$ cat src/rtl/dsi_packet_parser.sv
// dsi_packet_parser: DSI RX deframer with header ECC check, payload CRC-16, payload streaming and saturating counters.
// Define DSI_RX_ECC_CORRECT_EN to enable single-bit header ECC correction.
module dsi_packet_parser #(
  parameter int g_cnt_width = 16,
  parameter int g_max_wc    = 4096
) (
  input  logic                   clk_i,
  input  logic                   rst_i,
  input  logic                   rx_sot_i,
  input  logic [7:0]             rx_data_i,
  input  logic                   rx_valid_i,
  input  logic                   rx_eot_i,
  input  logic                   cnt_clr_i,
  output logic                   hdr_valid_o,
  output logic [1:0]             hdr_vc_o,
  output logic [5:0]             hdr_dt_o,
  output logic [15:0]            hdr_wc_o,
  output logic                   hdr_long_o,
  output logic [7:0]             pl_data_o,
  output logic                   pl_valid_o,
  output logic                   pl_last_o,
  output logic                   pkt_done_o,
  output logic                   crc_err_o,
  output logic                   ecc_corr_o,
  output logic                   hdr_err_o,
  output logic                   trunc_err_o,
  output logic                   busy_o,
  output logic [g_cnt_width-1:0] pkt_cnt_o,
  output logic [g_cnt_width-1:0] err_cnt_o
);
  typedef enum logic [2:0] {IDLE, HDR, PAYLOAD, CRC, SKIP} state_t;
  localparam logic [23:0] M0 = 24'hF12CB7, M1 = 24'hF2555B, M2 = 24'h749A6D;
  localparam logic [23:0] M3 = 24'hB8E38E, M4 = 24'hDF03F0, M5 = 24'hEFFC00;
  function automatic logic [5:0] ecc_f(input logic [23:0] d);
    return {^(d & M5), ^(d & M4), ^(d & M3), ^(d & M2), ^(d & M1), ^(d & M0)};
  endfunction
  function automatic logic [15:0] crc_f(input logic [15:0] c, input logic [7:0] b);
    logic [15:0] r;
    r = c ^ {8'h00, b};
    for (int i = 0; i < 8; i++) r = r[0] ? ((r >> 1) ^ 16'h8408) : (r >> 1);
    return r;
  endfunction
  state_t state_q, state_d;
  logic [15:0] cnt_q, cnt_d, crc_q, crc_d, hdr_wc_q, hdr_wc_d, wc_fix;
  logic [7:0] di_q, di_d, wcl_q, wcl_d, wch_q, wch_d, crcl_q, crcl_d, pl_data_q, pl_data_d;
  logic [5:0] hdr_dt_q, hdr_dt_d, syn;
  logic [1:0] hdr_vc_q, hdr_vc_d;
  logic hdr_valid_q, hdr_valid_d, hdr_long_q, hdr_long_d, pl_valid_q, pl_valid_d;
  logic pl_last_q, pl_last_d, pkt_done_q, pkt_done_d, crc_err_q, crc_err_d;
  logic ecc_corr_q, ecc_corr_d, hdr_err_q, hdr_err_d, trunc_err_q, trunc_err_d;
  logic [g_cnt_width-1:0] pkt_cnt_q, pkt_cnt_d, err_cnt_q, err_cnt_d;
  logic [23:0] hdr_raw, hdr_fix;
  logic sot, eot, bv, partial, is_long, wc_bad, ecc_bad, ecc_fix;
  always_comb begin
    hdr_raw = {wch_q, wcl_q, di_q};
    syn = rx_data_i[5:0] ^ ecc_f(hdr_raw);
    hdr_fix = hdr_raw;
    ecc_fix = 1'b0;
`ifdef DSI_RX_ECC_CORRECT_EN
    for (int i = 0; i < 24; i++)
      if (syn == ecc_f(24'd1 << i)) begin
        hdr_fix[i] = ~hdr_raw[i];
        ecc_fix = 1'b1;
      end
    if ($onehot(syn)) ecc_fix = 1'b1;
`endif
    ecc_bad = (syn != 6'd0) && !ecc_fix;
    wc_fix = hdr_fix[23:8];
    is_long = hdr_fix[3] && (hdr_fix[2:0] != 3'd0);
    wc_bad = is_long && (32'(wc_fix) > g_max_wc);
  end
  // sot has priority over eot; a byte coinciding with either is dropped
  always_comb begin
    sot = rx_sot_i;
    eot = rx_eot_i && !rx_sot_i;
    bv = rx_valid_i && !rx_eot_i && !rx_sot_i;
    partial = (state_q == HDR && cnt_q != 16'd0) || state_q == PAYLOAD || state_q == CRC;
    state_d = state_q;
    cnt_d = cnt_q;
    crc_d = crc_q;
    di_d = di_q;
    wcl_d = wcl_q;
    wch_d = wch_q;
    crcl_d = crcl_q;
    hdr_vc_d = hdr_vc_q;
    hdr_dt_d = hdr_dt_q;
    hdr_wc_d = hdr_wc_q;
    hdr_long_d = hdr_long_q;
    pl_data_d = pl_data_q;
    hdr_valid_d = 1'b0;
    pl_valid_d = 1'b0;
    pl_last_d = 1'b0;
    pkt_done_d = 1'b0;
    crc_err_d = 1'b0;
    ecc_corr_d = 1'b0;
    hdr_err_d = 1'b0;
    trunc_err_d = 1'b0;
    if (sot) begin
      state_d = HDR;
      cnt_d = 16'd0;
      trunc_err_d = partial;
    end else if (eot) begin
      state_d = IDLE;
      trunc_err_d = partial;
    end else if (bv) begin
      case (state_q)
        HDR: begin
          cnt_d = cnt_q + 16'd1;
          di_d = (cnt_q == 16'd0) ? rx_data_i : di_q;
          wcl_d = (cnt_q == 16'd1) ? rx_data_i : wcl_q;
          wch_d = (cnt_q == 16'd2) ? rx_data_i : wch_q;
          if (cnt_q == 16'd3) begin
            cnt_d = 16'd0;
            if (ecc_bad || wc_bad) begin
              state_d = SKIP;
              hdr_err_d = 1'b1;
            end else begin
              hdr_valid_d = 1'b1;
              ecc_corr_d = ecc_fix;
              hdr_vc_d = hdr_fix[7:6];
              hdr_dt_d = hdr_fix[5:0];
              hdr_wc_d = wc_fix;
              hdr_long_d = is_long;
              crc_d = 16'hFFFF;
              pkt_done_d = !is_long;
              state_d = !is_long ? HDR : (wc_fix == 16'd0) ? CRC : PAYLOAD;
            end
          end
        end
        PAYLOAD: begin
          pl_valid_d = 1'b1;
          pl_data_d = rx_data_i;
          pl_last_d = (cnt_q == hdr_wc_q - 16'd1);
          crc_d = crc_f(crc_q, rx_data_i);
          cnt_d = pl_last_d ? 16'd0 : cnt_q + 16'd1;
          state_d = pl_last_d ? CRC : PAYLOAD;
        end
        CRC: begin
          crcl_d = rx_data_i;
          cnt_d = (cnt_q == 16'd0) ? 16'd1 : 16'd0;
          pkt_done_d = (cnt_q != 16'd0);
          crc_err_d = (cnt_q != 16'd0) && ({rx_data_i, crcl_q} != crc_q);
          state_d = (cnt_q != 16'd0) ? HDR : CRC;
        end
        default: ;
      endcase
    end
    pkt_cnt_d = cnt_clr_i ? '0 : (pkt_done_d && !crc_err_d && !(&pkt_cnt_q)) ? pkt_cnt_q + g_cnt_width'(1) : pkt_cnt_q;
    err_cnt_d = cnt_clr_i ? '0 : ((crc_err_d || hdr_err_d || trunc_err_d) && !(&err_cnt_q)) ? err_cnt_q + g_cnt_width'(1) : err_cnt_q;
  end
  always_ff @(posedge clk_i) begin
    if (rst_i) begin
      state_q <= IDLE;
      cnt_q <= '0;
      crc_q <= '0;
      di_q <= '0;
      wcl_q <= '0;
      wch_q <= '0;
      crcl_q <= '0;
      hdr_vc_q <= '0;
      hdr_dt_q <= '0;
      hdr_wc_q <= '0;
      hdr_long_q <= 1'b0;
      pl_data_q <= '0;
      hdr_valid_q <= 1'b0;
      pl_valid_q <= 1'b0;
      pl_last_q <= 1'b0;
      pkt_done_q <= 1'b0;
      crc_err_q <= 1'b0;
      ecc_corr_q <= 1'b0;
      hdr_err_q <= 1'b0;
      trunc_err_q <= 1'b0;
      pkt_cnt_q <= '0;
      err_cnt_q <= '0;
    end else begin
      state_q <= state_d;
      cnt_q <= cnt_d;
      crc_q <= crc_d;
      di_q <= di_d;
      wcl_q <= wcl_d;
      wch_q <= wch_d;
      crcl_q <= crcl_d;
      hdr_vc_q <= hdr_vc_d;
      hdr_dt_q <= hdr_dt_d;
      hdr_wc_q <= hdr_wc_d;
      hdr_long_q <= hdr_long_d;
      pl_data_q <= pl_data_d;
      hdr_valid_q <= hdr_valid_d;
      pl_valid_q <= pl_valid_d;
      pl_last_q <= pl_last_d;
      pkt_done_q <= pkt_done_d;
      crc_err_q <= crc_err_d;
      ecc_corr_q <= ecc_corr_d;
      hdr_err_q <= hdr_err_d;
      trunc_err_q <= trunc_err_d;
      pkt_cnt_q <= pkt_cnt_d;
      err_cnt_q <= err_cnt_d;
    end
  end
  assign hdr_valid_o = hdr_valid_q;
  assign hdr_vc_o = hdr_vc_q;
  assign hdr_dt_o = hdr_dt_q;
  assign hdr_wc_o = hdr_wc_q;
  assign hdr_long_o = hdr_long_q;
  assign pl_data_o = pl_data_q;
  assign pl_valid_o = pl_valid_q;
  assign pl_last_o = pl_last_q;
  assign pkt_done_o = pkt_done_q;
  assign crc_err_o = crc_err_q;
  assign ecc_corr_o = ecc_corr_q;
  assign hdr_err_o = hdr_err_q;
  assign trunc_err_o = trunc_err_q;
  assign busy_o = (state_q != IDLE);
  assign pkt_cnt_o = pkt_cnt_q;
  assign err_cnt_o = err_cnt_q;
endmodule
$ cat config.mk
export PLATFORM = sky130hd
export DESIGN_NAME = dsi_packet_parser
export DESIGN_NICKNAME = d
export VERILOG_FILES = /design/src/rtl/dsi_packet_parser.sv
export SDC_FILE = /design/constraint.sdc
export NUM_CORES = 1
export LEC_CHECK = 0
export BUFFER_PORTS_ARGS = -buffer_cell sky130_fd_sc_hd__buf_2
export CELL_PAD_IN_SITES_DETAIL_PLACEMENT = 0
export CELL_PAD_IN_SITES_GLOBAL_PLACEMENT = 1
export CORE_ASPECT_RATIO = 2
export CORE_MARGIN = 2
export CORE_UTILIZATION = 48
export DETAILED_ROUTE_END_ITERATION = 12
export GPL_TIMING_DRIVEN = 1
export PLACE_DENSITY_LB_ADDON = 0.25
export SLEW_MARGIN = 20
export SYNTH_ARGS = -nofsm -noshare
export SYNTH_HDL_FRONTEND = slang
export SYNTH_SLANG_ARGS = --single-unit
$ cat constraint.sdc
create_clock -name clk_i -period 4.8 [get_ports clk_i]
set_clock_uncertainty 0.15 [all_clocks]
set_input_delay 0.96 -clock clk_i [delete_from_list [all_inputs] [get_ports clk_i]]
set_output_delay 0.96 -clock clk_i [all_outputs]
set_load 0.005 [all_outputs]
Word-level counts from Yosys, hierarchy flattened
Index checks and enable logic that the tools add are counted.
{ "word_totals": {"regBits": 139, "in_bits": 14, "out_inout_bits": 74, "wordCells": 155} }
{ "classes": {"n_addsub": 4, "magnitude_cmp": 1, "eq_ne": 11, "muxes": 45, "bitwise": 17, "n_reduce_logical": 55} }
{ "op_table": {"columns": ["cell", "n"], "rows": [
  ["16-bit 2-to-1 mux", 12],
  ["24-bit XOR reduction", 6],
  ["16-bit by 1-bit adder with 16-bit output (second input constant)", 3],
  ["16-bit case mux with 3 select lines", 1],
  ["16-bit by 2-bit == test with 1-bit output (second input constant)", 2],
  ["16-bit zero test", 2],
  ["16-bit case mux with 2 select lines", 1],
  ["16-bit AND reduction", 2],
  ["1-bit 2-to-1 mux", 25],
  ["2-bit NOT with 3-bit output", 8],
  ["16-bit by 1-bit == test with 1-bit output (second input constant)", 1],
  ["16-bit == test", 1],
  ["16-bit by 13-bit greater-than comparator with 1-bit output (second input constant)", 1],
  ["16-bit inequality test", 1],
  ["16-bit nonzero test", 1],
  ["16-bit by 1-bit subtractor with 16-bit output (second input constant)", 1],
  ["16-bit by 8-bit bitwise XOR with 16-bit output", 1],
  ["5-bit AND reduction", 3],
  ["6-bit AND reduction", 2],
  ["3-bit nonzero test", 4],
  ["1-bit logical AND", 10],
  ["3-bit case mux with 3 select lines", 1],
  ["3-bit AND reduction", 3],
  ["4-bit AND reduction", 2],
  ["20 further kinds", 39]
]} }

Logic depth before layout (Yosys ltp)
Gate-level depths: netlist (run 1).
{ "depth": {"ltp_word": 18, "mapped_depth": 12, "ltp_nobuf": 10} }

Worst setup path after synthesis (run 1)
Ideal clock, no wire load.
{ "synth_timing": {"kind": "input port to flip-flop", "startpoint": "input rx_data_i[4]", "endpoint": "register hdr_dt_q[5] (netlist: hdr_dt_o[5])", "setup_ns": 0.128, "arrival_time_ns": 3.261, "required_time_ns": 4.522, "slack_ns": 1.262, "cell_stages": 11, "n_path_buf": 3, "path_cell_list": "clkbuf_1 > xnor3_1 > xnor3_1 > or3_1 > a211oi_4 > and3_1 > and3_1 > buf_6 > buf_6 > mux2i_1 > nor2_1"} }
{ "synth_between": {"elab_chain_len": 5} }
{ "synth_rtl": {"columns": ["element", "line_no", "text"], "rows": [
  ["start: declaration", "10", "input logic [7:0] rx_data_i,"],
  ["6-bit bitwise XOR", "56", "syn = rx_data_i[5:0] ^ ecc_f(hdr_raw);"],
  ["6-bit nonzero test", "67", "ecc_bad = (syn != 6'd0) && !ecc_fix;"],
  ["1-bit logical OR", "114", "if (ecc_bad || wc_bad) begin"],
  ["1-bit NOT (no source line)", null, null],
  ["6-bit AND reduction (no source line)", null, null],
  ["end signal: assignment", "184", "hdr_dt_q <= hdr_dt_d;"],
  ["end: declaration", "46", "logic [5:0] hdr_dt_q, hdr_dt_d, syn;"]
]} }
Every way passes these cells.
A chain may end at the register's enable or synchronous reset.

Worst setup path after layout (run 1)
{ "layout_timing": {"startpoint": "register wcl_q[0]", "endpoint": "register hdr_wc_q[11] (netlist: hdr_wc_o[11])"} }
{ "layout_between": {"elab_chain_len": 6, "elab_cells_between_ends": 10, "cone_classes": "order compare (1); bitwise (2); reduce/logical (7)"} }
{ "layout_rtl": {"columns": ["element", "line_no", "text"], "rows": [
  ["start: declaration", "45", "logic [7:0] di_q, di_d, wcl_q, wcl_d, wch_q, wch_d, crcl_q, crcl_d, pl_data_q, pl_data_d;"],
  ["start signal: assignment", "180", "wcl_q <= wcl_d;"],
  ["branches (longest 3 deep; another with 16-bit by 13-bit greater-than comparator with 1-bit output)", null, null],
  ["1-bit logical OR (*)", "114", null],
  ["1-bit NOT (no source line) (*)", null, null],
  ["6-bit AND reduction (no source line) (*)", null, null],
  ["end signal: assignment", "185", "hdr_wc_q <= hdr_wc_d;"],
  ["end: declaration", "44", "logic [15:0] cnt_q, cnt_d, crc_q, crc_d, hdr_wc_q, hdr_wc_d, wc_fix;"]
]} }
Mark *: on every way between the ends.

==> out/results.txt, run 1 <==
Finish-stage setup viols = 0
Reg2Reg Depth = 11
Most frequent cell after synthesis = dfxtp_1
Final Util = 56.2%
Leading area contributor after synthesis = dfxtp_1
CP max FO = 26
Min cycle time layout = 3.72 ns
Outcome = finished, final reports clean
Buf+Inv Stages, Crit Path = 2
Leakage power = 3.84 nW
Syn Inst Count = 880
HPWL after detailed placement = 15,000 um
Io pins = 88
Crit-path slowest cell = xnor3_1
CTS max path bufs = 2
Yosys top cell area share = 35.8%
Diodes inserted = 0
Root Driver = clkbuf_16
Worst-Margin Slew = 0.942 ns
DR iter-0 viols = 205
Max VDD drop = 0.269 mV
R2R setup slack = 1.08 ns
Number of flops mapped to enable cells by yosys = 0
Crit path DAT = 3.84 ns
Post-DP Area = 8240 sq um
Vias = 6,438
Worst Hold Class = flop to flop
WHS Path Cells = 2
H-tree levels = 4
Crit path launch type = flop
Syn Nets = 912
Cell Area, Synth = 7770 sq um
Fin crit share = 77.5%
GR Overflow Total = 0
Synth warn = 0
Initial Util = 49.3%
Core Area = 15,800 sq um
Synth unique cells = 66
CTS buffer count = 17
Total setup buffers inserted after CTS = 0
Clk_lat worst skew = 0.43 ns
TritonCTS clock tree = yes
IO Port Bufs = 86
Synthesized area per cell = 8.84 sq um
Delay-heaviest family, CP = simple AND/OR/NAND/NOR gates
CP dominant cell by count = and3_1
Synth-to-Final Area Change = 14.1%
Final WL = 20,300 um
GR Layer Usage met3 = 4.02%
Hold Path Sink = pl_data_o[4]
Final Hold Vio Count = 0
GRT Total Usage = 24.7%
CTS resizes = 0
ANT nets after route = 0
Rel. slew slack = 37.2%
Grt peak-use layer = met2
Main synth FF type = dfxtp_1
Post-layout net count = 972
Final Power = 2.68 mW
Initial antenna violation count = 0
Post-CTS Hold Fix Bufs = 0
Via-to-Cell Ratio = 5.58
Cell area power density = 303 nW/um^2
Die W = 94.0 um
Vias in the first global route = 6,346
Final Wtd Congestion = 0.839
Worst flop-to-flop path startpoint = wcl_q[0]
Cell breakdown of the critical path = inv_1, ha_1, xnor2_1, xnor3_1, or3_1, a211oi_4, and3_1, and3_1, buf_4, mux2i_1, nor2_1
CTS sink count = 139
Die Footprint = 17,300 sq um
Met1 layer usage reported by global route = 25.5%
Ratio of cells with drive above 1 in the final layout = 15.2%
Total negative slack = 0 ns
Reg-to-Reg End = hdr_wc_o[11]
Kind of critical path = flop to flop
Rows = 65
Max-cap violations = 0
Final Max Tran Viols = 0
Die Y = 184 um
Main area contributors after synthesis = dfxtp_1 36%, mux2i_1 8.6%, xnor2_1 6.2%
WL/cell = 17.6 um
Met2 usage = 47.8%
Min-delay src = pl_data_o[4]
Post-synth top cells = 139 x dfxtp_1, 123 x nor2_1, 67 x mux2i_1
Critical Path RT = 4.92 ns
First-pass GRT wire length = 33,100 um
Fmax = 0.269 GHz
Register area share after synthesis = 35.8%
Pin count of the biggest net entering global routing = 86
Design area = 8870 sq um
RSZ-0062 raised after global routing = no
Clk slew on worst S/H paths = 0.06 ns
DR pass1 iterations = 4
Synthesized flop and latch total = 139
Async SR Flop Fraction = 0%
Remaining DRCs = 0
CP max stage delay = 0.45 ns
CP Capture Type = flop
area by class of cell:
type,instances,area [sq um]
flip-flops and latches,139,2780
multi-input cells,658,4610
fillers,1525,6910
repair buffers,92,475
inverters,32,120
well taps,201,251
clock buffers,19,443
clock inverters,13,189
layout by cell type (no fill, tap or decap), types with 3 or more instances in the layout:
master       n
buf_4        6
xnor3_1     11
a41o_1       4
mux2i_1     67
and4_1       9
xnor2_1     55
or3_1       17
ha_1        18
nand2_1     63
a21oi_1     42
inv_1       32
nand3_1     24
clkbuf_16   17
a31oi_1      5
nand4_1     17
inv_6        3
buf_2       86
o21a_1      21
nor2_1     122
dfxtp_1    139
nor4_1      16
or4_1        8
o211ai_1     6
nor2b_1      8
and2_1       9
xor2_1      42
bufinv_16    4
or2_2        3
o21ai_0     17
o31ai_1      4
nor3_1      12
and3_1      15
kinds of logic after synthesis:
kind of cell / count (synthesis) / share of synthesized area, %
AO/OA/AOI/OAI: 123 / 10.9
XOR/XNOR: 111 / 14.9
adder cells (fa/ha/maj): 18 / 2.90
buffers and inverters: 83 / 4.97
flip-flops: 139 / 35.8
multiplexers: 68 / 8.80
other: 1 / 0.0482
AND/OR/NAND/NOR: 337 / 21.6
registers in the layout (all words and copies together), names as in the netlist, 2 cells and up:
signal / count
pl_data_o: 8
crc_q: 16
err_cnt_o: 16
hdr_dt_o: 6
di_q: 8
wch_q: 8
hdr_wc_o: 16
cnt_q: 16
crcl_q: 8
state_q: 3
pkt_cnt_o: 16
hdr_vc_o: 2
wcl_q: 8
per-stage QoR:
stage	cells	setup slack, ns	hold slack, ns
6_report	1154	1.08	0.305
5_1_grt	1154	0.964	0.333
4_1_cts	1154	1.06	0.308
3_5_place_dp	1122	0.826	0.299
3_3_place_gp	1122	0.892	0.292
2_1_floorplan	880	1.26	0.303
worst max path at each step:
stage                       from            to  depth (start not counted)
floorplan           rx_data_i[4]   hdr_dt_o[5]                         11
global placement    rx_data_i[5]   hdr_vc_o[1]                         10
detailed placement  rx_data_i[5]    hdr_long_o                         10
CTS                     wcl_q[0]  hdr_wc_o[11]                         11
global route            wcl_q[0]   hdr_wc_o[9]                         11
finish                  wcl_q[0]  hdr_wc_o[11]                         11
worst min-delay path, delay by kind of cell, from the launching register on:
kind	cells	cell delay [ns]
AOI/OAI and AO/OA	1	0.05
DFF	1	0.31
and+or+nand+nor	1	0.05
per-layer routing:
metal	vias up	share of wire, %
li1	3181	-
met1	3121	37
met2	107	57
met3	29	2.6
met4	0	2.6
met5	-	0
where the power goes:
group          total, mW  internal (mW)  switching [mW]
clock network       1.41          0.887           0.522
logic              0.116         0.0436          0.0729
registers           1.16           1.16         0.00271
total               2.68           2.09           0.597
Power figures use the tool's default switching activity.
==> run 2: changes to the inputs <==
Settings changed: CORE_UTILIZATION 48 to 45.
Clock period 4.8 ns to 3.8 ns, I/O delays scaled along.
==> out/results.txt, run 2 (synthesized netlist as in run 1, its figures left out) <==
Outcome = finished, final reports clean (unchanged)
Kind of critical path = flop to flop (unchanged)
R2R setup slack = 0.34 ns (was 1.08 ns)
Cell area power density = 364 nW/um^2 (was 303 nW/um^2)
Switching Share = 23.8% (was 22.3%)
IO Port Bufs = 86 (unchanged)
CTS buffer count = 17 (unchanged)
Diodes inserted = 0 (unchanged)
Die W = 96.9 um (was 94.0 um)
Post-DP Area = 8400 sq um (was 8240 sq um)
Commonest non-fill, non-tap cell in the layout = dfxtp_1 (unchanged)
Post-layout net count = 991 (was 972)
RSZ-0062 raised after global routing = no (unchanged)
Final Hold Vio Count = 0 (unchanged)
P_int = 2.49 mW (was 2.09 mW)
Die Footprint = 18,400 sq um (was 17,300 sq um)
CTS resizes = 0 (unchanged)
Rows = 68 (was 65)
Vias = 6,481 (was 6,438)
Worst-Margin Slew = 0.573 ns (was 0.942 ns)
Design area = 8980 sq um (was 8870 sq um)
Min cycle time layout = 3.46 ns (was 3.72 ns)
CTS max path bufs = 2 (unchanged)
Fin crit share = 91.0% (was 77.5%)
Max VDD drop = 0.294 mV (was 0.269 mV)
Critical Path RT = 3.96 ns (was 4.92 ns)
Total setup buffers inserted after CTS = 0 (unchanged)
Final Power = 3.27 mW (was 2.68 mW)
Register area = 2780 sq um (unchanged)
Final Max Tran Viols = 0 (unchanged)
Initial Util = 45.5% (was 49.3%)
ANT nets after route = 0 (unchanged)
Pin count of the biggest net entering global routing = 53 (was 86)
Worst Hold Class = flop to flop (unchanged)
FILL cells = 1,635 (was 1,525)
Initial antenna violation count = 0 (unchanged)
CTS sink count = 139 (unchanged)
Final WL = 20,000 um (was 20,300 um)
HPWL after detailed placement = 14,300 um (was 15,000 um)
Combinational power share = 4.7% (was 4.3%)
Post-CTS Hold Fix Bufs = 0 (unchanged)
First-pass GRT wire length = 32,800 um (was 33,100 um)
Ratio of cells with drive above 1 in the final layout = 16.7% (was 15.2%)
TritonCTS clock tree = yes (unchanged)
Most frequent cells in the layout = 139 x dfxtp_1, 123 x nor2_1, 86 x buf_2 (was 139 x dfxtp_1, 122 x nor2_1, 86 x buf_2)
Crit path launch type = flop (unchanged)
Vias in the first global route = 6,242 (was 6,346)
WL/cell = 16.9 um (was 17.6 um)
Via-to-Cell Ratio = 5.48 (was 5.58)
Clk slew on worst S/H paths = 0.06 ns (about the same)
Clock power share = 50.6% (was 52.5%)
Synth-to-Final Area Change = 15.5% (was 14.1%)
Total negative slack = 0 ns (unchanged)
Root Driver = clkbuf_16 (unchanged)
Sw power = 0.778 mW (was 0.597 mW)
Max-cap violations = 0 (unchanged)
Io pins = 88 (unchanged)
Leakage power = 3.90 nW (was 3.84 nW)
DR iter-0 viols = 351 (was 205)
CP max FO = 18 (was 26)
CP Capture Type = flop (unchanged)
GRT Total Usage = 22.1% (was 24.7%)
Rel. slew slack = 61.7% (was 37.2%)
H-tree levels = 4 (unchanged)
DR pass1 iterations = 5 (was 4)
GR Overflow Total = 0 (unchanged)
Die Y = 190 um (was 184 um)
Clk_lat worst skew = 0.42 ns (was 0.43 ns)
Fmax = 0.289 GHz (was 0.269 GHz)
Final Wtd Congestion = 0.841 (was 0.839)
Multi-input logic area = 4610 sq um (about the same)
Sequential power share = 44.8% (was 43.2%)
Remaining DRCs = 0 (unchanged)
Core Area = 17,100 sq um (was 15,800 sq um)
Finish-stage setup viols = 0 (unchanged)
Crit path DAT = 3.62 ns (was 3.84 ns)
[run 2: path summary, 6_finish.rpt]
check | depth (start not counted) | from | to
hold / removal | 2 | pl_data_o[2] | pl_data_o[2]
setup reg to reg | 10 | di_q[0] | pkt_cnt_o[9]
hold reg to reg | 2 | pl_data_o[2] | pl_data_o[2]
setup / recovery | 10 | di_q[0] | pkt_cnt_o[9]
[run 2: power by group through the flow]
stage | clock network (mW) | logic (mW) | registers (mW)
after global placement | 0 | 0.152 | 1.49
after detailed placement | 0 | 0.151 | 1.49
after floorplan | 0 | 0.113 | 1.49
after global routing | 1.76 | 0.165 | 1.46
after CTS | 1.69 | 0.153 | 1.46
final | 1.65 | 0.152 | 1.46
[run 2: through the flow]
step                      std cells  hold WS, ns  worst slack, ns  util (%)
after CTS                      1182        0.310            0.326      52.5
after global placement         1150        0.291            0.307      49.1
after floorplan                 880        0.303            0.462         -
after detailed placement       1150        0.294            0.262      49.1
after global routing           1182        0.328           0.0831      52.5
final                          1182        0.309            0.343      52.5
[run 2: layer usage]
metal	part of all wire, %	GRT usage, %	up-vias
li1	-	-	3213
met1	46	28.6	3100
met2	48	36.7	143
met3	3.8	4.26	25
met4	2.4	8.29	0
met5	0	0	-
[run 2: cell type report]
cell class | count | share of cell area [%]
inverter | 32 | 1.34
clock buffer | 19 | 4.82
sequential | 139 | 31.0
multi-input combinational | 658 | 51.3
clock inverter | 13 | 1.59
timing repair buffer | 111 | 7.02
tap | 210 | 2.93
[run 2: critical path, cell delays in order (launching register included)]
cell and delay, ns:
dfxtp_1 0.39, inv_1 0.07, ha_1 0.31, xnor3_2 0.41, xnor3_1 0.39, xnor2_2 0.18
mux2i_2 0.35, nand2_1 0.23, o21ai_4 0.50, a31oi_1 0.16, a41o_1 0.22
